===== config.mk =====
export PLATFORM = sky130hd
export DESIGN_NAME = sysarr_input_loader
export DESIGN_NICKNAME = d
export VERILOG_FILES = /design/src/rtl/sysarr_input_loader.sv
export SDC_FILE = /design/constraint.sdc
export NUM_CORES = 1
export LEC_CHECK = 0
export ABC_AREA = 1
export CELL_PAD_IN_SITES_DETAIL_PLACEMENT = 0
export CELL_PAD_IN_SITES_GLOBAL_PLACEMENT = 2
export CORE_MARGIN = 5
export CORE_UTILIZATION = 43
export CTS_BUF_LIST = sky130_fd_sc_hd__clkbuf_4
export DETAILED_ROUTE_END_ITERATION = 8
export DONT_BUFFER_PORTS = 1
export HOLD_SLACK_MARGIN = 0.06
export PLACE_DENSITY = 0.93
export SYNTH_ARGS = -nofsm -noshare
export SYNTH_HDL_FRONTEND = slang
export SYNTH_SLANG_ARGS = --single-unit

===== constraint.sdc =====
create_clock -name CLK -period 3.76 [get_ports CLK]
set_input_delay 0.752 -clock CLK [delete_from_list [all_inputs] [get_ports CLK]]
set_output_delay 0.752 -clock CLK [all_outputs]
set_load 0.02 [all_outputs]

===== src/rtl/sysarr_input_loader.sv =====
// sysarr_input_loader
// Accepts one N x N operand matrix as N row beats, parallel-loads each row
// into its per-row FIFO, then drives the FIFO shift strobes with a diagonal
// skew so FIFO i starts shifting i cycles after FIFO 0.
module sysarr_input_loader #(
  parameter int DW = 16,
  parameter int N  = 4
) (
  input  logic                CLK,
  input  logic                nRST,
  input  logic                in_valid,
  output logic                in_ready,
  input  logic [DW*N-1:0]     in_row,
  input  logic                arr_ready,
  input  logic                flush,
  output logic [N-1:0]        fifo_load,
  output logic [N-1:0]        fifo_shift,
  output logic [N*DW*N-1:0]   fifo_load_values,
  output logic                busy,
  output logic                pass_done
);

  localparam int RW = (N > 1) ? $clog2(N) : 1;
  localparam int TW = (N > 1) ? $clog2(2*N-1) : 1;
  localparam logic [RW-1:0] RC_LAST = RW'(N-1);
  localparam logic [TW-1:0] T_LAST  = TW'(2*N-2);

  typedef enum logic [1:0] {
    S_FILL   = 2'd0,
    S_WAIT   = 2'd1,
    S_STREAM = 2'd2
  } state_t;

  state_t        state_q, state_d;
  logic [RW-1:0] rc_q, rc_d;
  logic [TW-1:0] t_q, t_d;
  logic          hs;

  logic [N-1:0]  load_d;
  logic [N-1:0]  shift_d;
  logic          busy_d;
  logic          done_d;

  // Rows are only accepted while filling and never on a flush cycle.
  assign in_ready = (state_q == S_FILL) & ~flush;
  assign hs       = in_valid & in_ready;

  // State and counter registers.
  always_ff @(posedge CLK or negedge nRST) begin
    if (!nRST) begin
      state_q <= S_FILL;
      rc_q    <= '0;
      t_q     <= '0;
    end else begin
      state_q <= state_d;
      rc_q    <= rc_d;
      t_q     <= t_d;
    end
  end

  // Next-state and counter update; flush overrides everything.
  always_comb begin
    state_d = state_q;
    rc_d    = rc_q;
    t_d     = t_q;
    if (flush) begin
      state_d = S_FILL;
      rc_d    = '0;
      t_d     = '0;
    end else begin
      case (state_q)
        S_FILL: begin
          if (hs) begin
            if (rc_q == RC_LAST) begin
              state_d = S_WAIT;
              rc_d    = '0;
            end else begin
              rc_d = rc_q + 1'b1;
            end
          end
        end
        S_WAIT: begin
          if (arr_ready) begin
            state_d = S_STREAM;
            t_d     = '0;
          end
        end
        S_STREAM: begin
          if (t_q == T_LAST) begin
            state_d = S_FILL;
            t_d     = '0;
          end else begin
            t_d = t_q + 1'b1;
          end
        end
        default: begin
          state_d = S_FILL;
          rc_d    = '0;
          t_d     = '0;
        end
      endcase
    end
  end

  // Next values of the registered outputs, derived from the next state so
  // the first shift strobe appears in the first STREAM cycle.
  always_comb begin
    load_d  = '0;
    shift_d = '0;
    for (int r = 0; r < N; r++) begin
      if (hs && (rc_q == RW'(r))) load_d[r] = 1'b1;
    end
    for (int i = 0; i < N; i++) begin
      shift_d[i] = (state_d == S_STREAM) &&
                   (t_d >= TW'(i)) && (t_d <= TW'(i + N - 1));
    end
    busy_d = (state_d != S_FILL);
    done_d = (state_q == S_STREAM) && (t_q == T_LAST) && !flush;
  end

  // Registered strobes and status.
  always_ff @(posedge CLK or negedge nRST) begin
    if (!nRST) begin
      fifo_load  <= '0;
      fifo_shift <= '0;
      busy       <= 1'b0;
      pass_done  <= 1'b0;
    end else begin
      fifo_load  <= load_d;
      fifo_shift <= shift_d;
      busy       <= busy_d;
      pass_done  <= done_d;
    end
  end

  // Capture each handshaked row into its FIFO's load slice; other slices hold.
  always_ff @(posedge CLK or negedge nRST) begin
    if (!nRST) begin
      fifo_load_values <= '0;
    end else begin
      for (int r = 0; r < N; r++) begin
        if (load_d[r]) fifo_load_values[DW*N*r +: DW*N] <= in_row;
      end
    end
  end

endmodule


==> impl_metrics.py, run 1 <==
metrics = {
    "synth": {
        "synth_area_per_cell_sq_um": 10.4,
        "synth-async-reset-ratio": 1.00,
        "syn_area_sq_um": 10300,
        "yosysMostFrequentCell": "nand2_1",
        "ys_ff_latch": 273,
        "synth_top_family_by_area": "compound AO/OA/AOI/OAI gates",
        "synthMuxAreaShare": 0,
        "synth_top_area_frac": 0.662,
        "syn_inst": 995,
        "netlist_top_cells_area": "dfrtp_1 66%, nand2_1 10%, o21ai_1 6.8%, o21ai_0 4.6%, buf_6 2.9%",
        "synthTopCellsByCount": "285 x nand2_1, 273 x dfrtp_1, 140 x o21ai_1",
        "synth-simple-area-share": 0.116,
        "yosys.area_share.adder": 0.00970,
        "synthFlopType": "dfrtp_1",
        "yosys_warnings": 0,
        "synth_edf_count": 0,
        "synth-compound-area-share": 0.138,
        "ys_seq_area_frac": 0.662,
        "synth.largest_area_cell": "dfrtp_1",
        "synth_xor_xnor_area_share": 0,
        "synth_fp_nets": 1072,
        "synth_cell_types": 20,
    },
    "critical_path": {
        "arrival_ns": 2.96,
        "timing.rr.start": "state_q[1]",
        "crit_type": "flop to flop",
        "critPathLaunchType": "flop",
        "rrSetupSlack_ns": 1.30,
        "crit_path_start": "state_q[1]",
        "cp.required_ns": 4.26,
        "cp_max_fo": 77,
        "critPathCaptureType": "flop",
    },
    "drt": {
        "wl_met1_um": 9670,
        "vias": 6773,
        "dr_wl_met3_um": 3330,
        "drt-initial-drc-count": 394,
        "drt-pass1-iter-count": 5,
        "top_layer": "met4",
        "drc": 0,
        "routed_via_density": 4.90,
        "wl_per_cell_um": 18.0,
        "wl_um": 24900,
        "route.antenna.remaining_nets": 0,
        "dr_wl_met2_um": 11400,
    },
    "clocking": {
        "clkSlewWorstSetupHoldPaths_ns": 0.06,
        "numCtsBuffers": 70,
        "cts_resized": 0,
        "clockRootBuffer": "clkbuf_4",
        "clkSinkCount": 273,
        "clockBufferDepth": 3,
        "cts_tree": "built",
        "post_cts_buffers": 0,
        "insertion_delay_ns": 0.64,
        "h-tree-depth": 3,
    },
    "pwr": {
        "power_mw": 10.3,
        "ir_drop_v": 0.000426,
        "p_per_area_nw_per_um2": 920,
        "p_leak_nw": 5.74,
    },
    "timing": {
        "post-route-period-util": 0.653,
        "finalHoldViolCount": 273,
        "finalWorstSetupSlack_ns": 1.30,
        "fin_hold_ws_ns": -0.165,
        "worstMarginPinSlew_ns": 0.856,
        "fmax_mhz": 407,
        "tns_ns": 0,
        "relSlewSlack": 0.429,
        "final_max_slew_viol_count": 0,
        "fin_skew_ns": 0.0386,
        "fin_crit_ns": 2.46,
        "rsz0062_at_grt": "false",
        "setup_viol": 0,
    },
    "floorplan": {
        "core_sq_um": 23500,
        "start_util": 0.438,
        "die_y_um": 165,
        "rows": 56,
        "die_w_um": 165,
        "ios": 336,
        "die_area_sq_um": 27200,
    },
    "global_route": {
        "grt_usage": 0.179,
        "grt_max_degree": 274,
        "grt_pass1_wl_um": 38400,
        "grt_pass1_vias": 6741,
        "grt_antenna_before_repair": 1,
        "grt_overflow_total": 0,
    },
    "placement": {
        "dp_slack_ns": 1.28,
        "hpwl_um": 16600,
        "gp_congestion": 0.787,
        "numPortBuffers": 0,
        "dp_cells": 1264,
        "dpl_cell_area_sq_um": 10300,
    },
    "cells_and_area": {
        "fin_cells": 1382,
        "finalNetCount": 1094,
        "fillers": 2336,
        "layout-drive-gt1-share": 0.135,
        "stdcell_area_sq_um": 11200,
        "postLayoutCoreUtil": 0.476,
        "syn_to_final_growth_pct": 8.70,
    },
    "outcome": {
        "status": "complete, but fails checks",
        "violations": "hold timing",
    },
    "worst_hold_path": {
        "hold_path.class": "primary input to async pin",
    },
    "job": {
        "maxCapViolations": 0,
    },
}
-- layout make-up --
cell class	instances	area [sq um]	area share
Sequential cell	273	6830	0.609
Clock inverter	20	138	0.0123
Clock buffer	97	728	0.0649
Inverter	83	312	0.0278
Antenna cell	1	2.50	0.000223
Multi-Input combinational cell	583	2730	0.244
Timing Repair Buffer	6	70.1	0.00625
Tap cell	319	399	0.0356
-- cells in the final DEF (no fill, tap or decap) --
cell | netlist | routed
a21o_1 | 1 | 1
inv_1 | 81 | 81
diode_2 | 0 | 1
nor2_1 | 10 | 10
dfrtp_1 | 273 | 273
clkinv_2 | 0 | 2
nor3_1 | 1 | 1
nand4_1 | 1 | 1
a21oi_1 | 4 | 4
o21ai_2 | 25 | 25
clkbuf_4 | 0 | 97
clkinv_1 | 0 | 12
nor2_4 | 1 | 1
bufinv_16 | 0 | 2
nand2_4 | 0 | 3
buf_12 | 0 | 2
o21ai_0 | 95 | 95
buf_4 | 0 | 4
nand3_1 | 8 | 8
clkinvlp_4 | 0 | 2
inv_2 | 2 | 4
nand2_1 | 285 | 285
o21ai_1 | 140 | 140
nand2_2 | 4 | 1
ha_1 | 8 | 8
-- logic make-up (layout without fill, tap and decap cells) --
kind of cell               count (synthesis)  after routing
AOI/OAI and AO/OA                        265            265
adders and majority gates                  8              8
buffers and inverters                    139            206
DFF                                      273            273
other                                      0              1
and+or+nand+nor                          310            310
-- routing by layer --
metal  track usage  vias up
li1              -     3273
met1         0.219     3169
met2         0.271      297
met3        0.0968       34
met4        0.0628        0
met5             0        -
-- worst max-delay path, cell delays in order (launching register included) --
cell	delay (ns)
dfrtp_1	0.40
inv_1	0.10
ha_1	0.21
inv_2	0.08
nor2_4	0.22
nand2_2	0.08
inv_2	0.13
nand2_4	0.45
buf_4	0.46
nand2_1	0.09
o21ai_1	0.06
-- power by group --
part           internal [mW]  switching [mW]
sequential              4.10            2.50
combinational          0.561           0.685
clock                   1.33            1.14
total                   5.99            4.33
-- sequential cells by signal, indices dropped and copies added, names as in the netlist --
name,flops
pass_done,1
rc_q,2
fifo_shift,4
fifo_load,4
state_q,2
fifo_load_values,256
busy,1
t_q,3
-- final timing paths --
kind | depth (start not counted) | end
min reg2reg | 2 | fifo_load_values[217]
min in group CLK | 3 | pass_done
min | 0 | fifo_shift[2]
max | 10 | fifo_load_values[86]
max in group asynchronous | 0 | fifo_load_values[51]
max reg2reg | 10 | fifo_load_values[86]
(Power assumes the default switching activity.)
==> run 2: changes to the inputs <==
- CORE_UTILIZATION: 43 -> 36
- PLACE_DENSITY: 0.93 -> 0.84
- clock period: 3.76 -> 2.2 ns (I/O delays scaled with it)
==> impl_metrics.py, run 2 (synthesis gave the netlist of run 1 again) <==
metrics = {
    "timing": {
        "relSlewSlack": 0.762,
        "setup_viol": 0,
        "worstMarginPinSlew_ns": 0.353,
        "fin_hold_ws_ns": -0.499,
        "post-route-period-util": 0.922,
        "fin_skew_ns": 0.0236,
        "fin_crit_ns": 2.03,
        "tns_ns": 0,
        "rsz0062_at_grt": "false",
        "final_max_slew_viol_count": 0,
        "finalHoldViolCount": 273,
        "fmax_mhz": 493,
    },
    "critical_path": {
        "arrival_ns": 1.59,
        "worst-path-buf-inv": 3,
        "slowest_delay_ns": 0.41,
        "critPathLaunchType": "flop",
        "cp_slowest_cell": "dfrtp_1",
        "cp_top_family": "flip-flops",
        "cp_max_fo": 4,
        "path_cells": "inv_2, ha_4, inv_2, nor2_4, buf_4",
        "crit_top_cell": "inv_2",
        "crit_type": "flop to output pin",
        "cp.required_ns": 1.76,
        "critPathCaptureType": "output pin",
    },
    "pwr": {
        "power_mw": 17.9,
        "p_leak_nw": 6.10,
        "swShare": 0.417,
        "p_clk_frac": 0.243,
        "p_per_area_nw_per_um2": 1480,
        "internal_power_mw": 10.4,
        "switchingPower_mw": 7.45,
        "ir_drop_v": 0.000644,
        "combPwrFrac": 0.127,
        "power.share.sequential": 0.630,
    },
    "floorplan": {
        "die_w_um": 179,
        "die_y_um": 179,
        "rows": 62,
        "die_area_sq_um": 32100,
        "core_sq_um": 28500,
        "ios": 336,
        "start_util": 0.362,
    },
    "cells_and_area": {
        "reg.largest.list": "fifo_load_values: 256 flops, fifo_load: 4 flops, fifo_shift: 4 flops",
        "syn_to_final_growth_pct": 17.4,
        "layout-drive-gt1-share": 0.142,
        "final_common_cell": "nand2_1",
        "stdcell_area_sq_um": 12100,
        "finalNetCount": 1166,
        "mostFrequentLayoutCells": "285 x nand2_1, 273 x dfrtp_1, 140 x o21ai_1",
        "largest_reg_flops": 256,
        "top_register": "fifo_load_values",
    },
    "clocking": {
        "post_cts_buffers": 0,
        "insertion_delay_ns": 0.64,
        "h-tree-depth": 3,
        "clkSlewWorstSetupHoldPaths_ns": 0.07,
        "cts_tree": "built",
        "hold_buffers": 65,
        "clkSinkCount": 273,
        "clockBufferDepth": 3,
        "clockRootBuffer": "clkbuf_4",
        "numCtsBuffers": 73,
    },
    "drt": {
        "drc": 0,
        "routed_via_density": 4.60,
        "wl_per_cell_um": 17.5,
        "vias": 6989,
        "route.antenna.remaining_nets": 0,
        "drt-initial-drc-count": 303,
        "drt-pass1-iter-count": 4,
        "wl_um": 26600,
    },
    "global_route": {
        "grt_pass1_vias": 7148,
        "grt_antenna_before_repair": 1,
        "grt_max_degree": 274,
        "grt_usage": 0.157,
        "grt_overflow_total": 0,
        "grt_pass1_wl_um": 40200,
    },
    "placement": {
        "gp_congestion": 0.772,
        "dpl_cell_area_sq_um": 10500,
        "numPortBuffers": 0,
        "hpwl_um": 17200,
    },
    "outcome": {
        "violations": "hold timing",
        "status": "complete, but fails checks",
    },
    "job": {
        "maxCapViolations": 0,
    },
    "worst_hold_path": {
        "hold_path.class": "primary input to async pin",
    },
}
==> run 2: worst register-to-register path, cell delays in order (launching register included) <==
cell and delay [ns]:
dfrtp_1 0.41, inv_2 0.10, ha_4 0.14, inv_2 0.06, nor2_4 0.09, nand2_2 0.05
inv_2 0.12, nand2_4 0.16, buf_12 0.22, nand2_1 0.16, o21ai_1 0.07
==> run 2: timing repair <==
action | 4_1_cts | 5_1_grt
gates resized for setup | 1 | 3
endpoints found under the hold margin | 531 | 273
gates cloned | 0 | 0
endpoints found under the setup margin | 1 | 1
==> run 2: final timing paths <==
path	start	endpoint	slack, ns	cells past startpoint
hold / removal	nRST	fifo_load_values[167]	-0.50	0
setup / recovery	state_q[1]	in_ready	0.17	5
setup reg to reg	state_q[1]	fifo_load_values[90]	0.49	10
min in group CLK	arr_ready	state_q[1]	0.16	6
hold reg to reg	fifo_load_values[211]	fifo_load_values[211]	0.63	2
max in group asynchronous	nRST	fifo_load_values[69]	2.38	0
==> run 2: cell type report <==
| cell class | instances | area, sq um |
|---|---|---|
| sequential | 273 | 6830 |
| antenna | 1 | 2.50 |
| fill | 2817 | 16400 |
| tap | 384 | 480 |
| clock inverter | 10 | 72.6 |
| timing repair buffer | 75 | 838 |
| clock buffer | 110 | 826 |
| inverter | 83 | 312 |
| multi-input combinational | 583 | 2750 |
==> run 2: through the flow <==
step	setup slack, ns	std cells	utilization
after detailed placement	0.424	1333	0.370
after CTS	0.00808	1518	0.425
final	0.171	1519	0.425
after global placement	0.507	1333	0.370
after floorplan	0.532	995	-
after global routing	0.0295	1519	0.425
==> run 2: power by group through the flow <==
| stage | logic, mW | clock network [mW] | registers, mW |
|---|---|---|---|
| 6_report | 2.27 | 4.35 | 11.3 |
| 2_1_floorplan | 1.92 | 0 | 10.6 |
| 3_3_place_gp | 2.08 | 0 | 11.4 |
| 3_5_place_dp | 2.22 | 0 | 11.4 |
| 4_1_cts | 2.31 | 4.55 | 11.3 |
| 5_1_grt | 2.74 | 4.79 | 11.5 |
==> run 2: routing by layer <==
| metal | up-vias | routed length, um | global-route usage |
|---|---|---|---|
| li1 | 3414 | - | - |
| met4 | 0 | 683 | 0.0622 |
| met2 | 278 | 12300 | 0.241 |
| met5 | - | 0 | 0 |
| met3 | 48 | 3340 | 0.0829 |
| met1 | 3249 | 10200 | 0.188 |
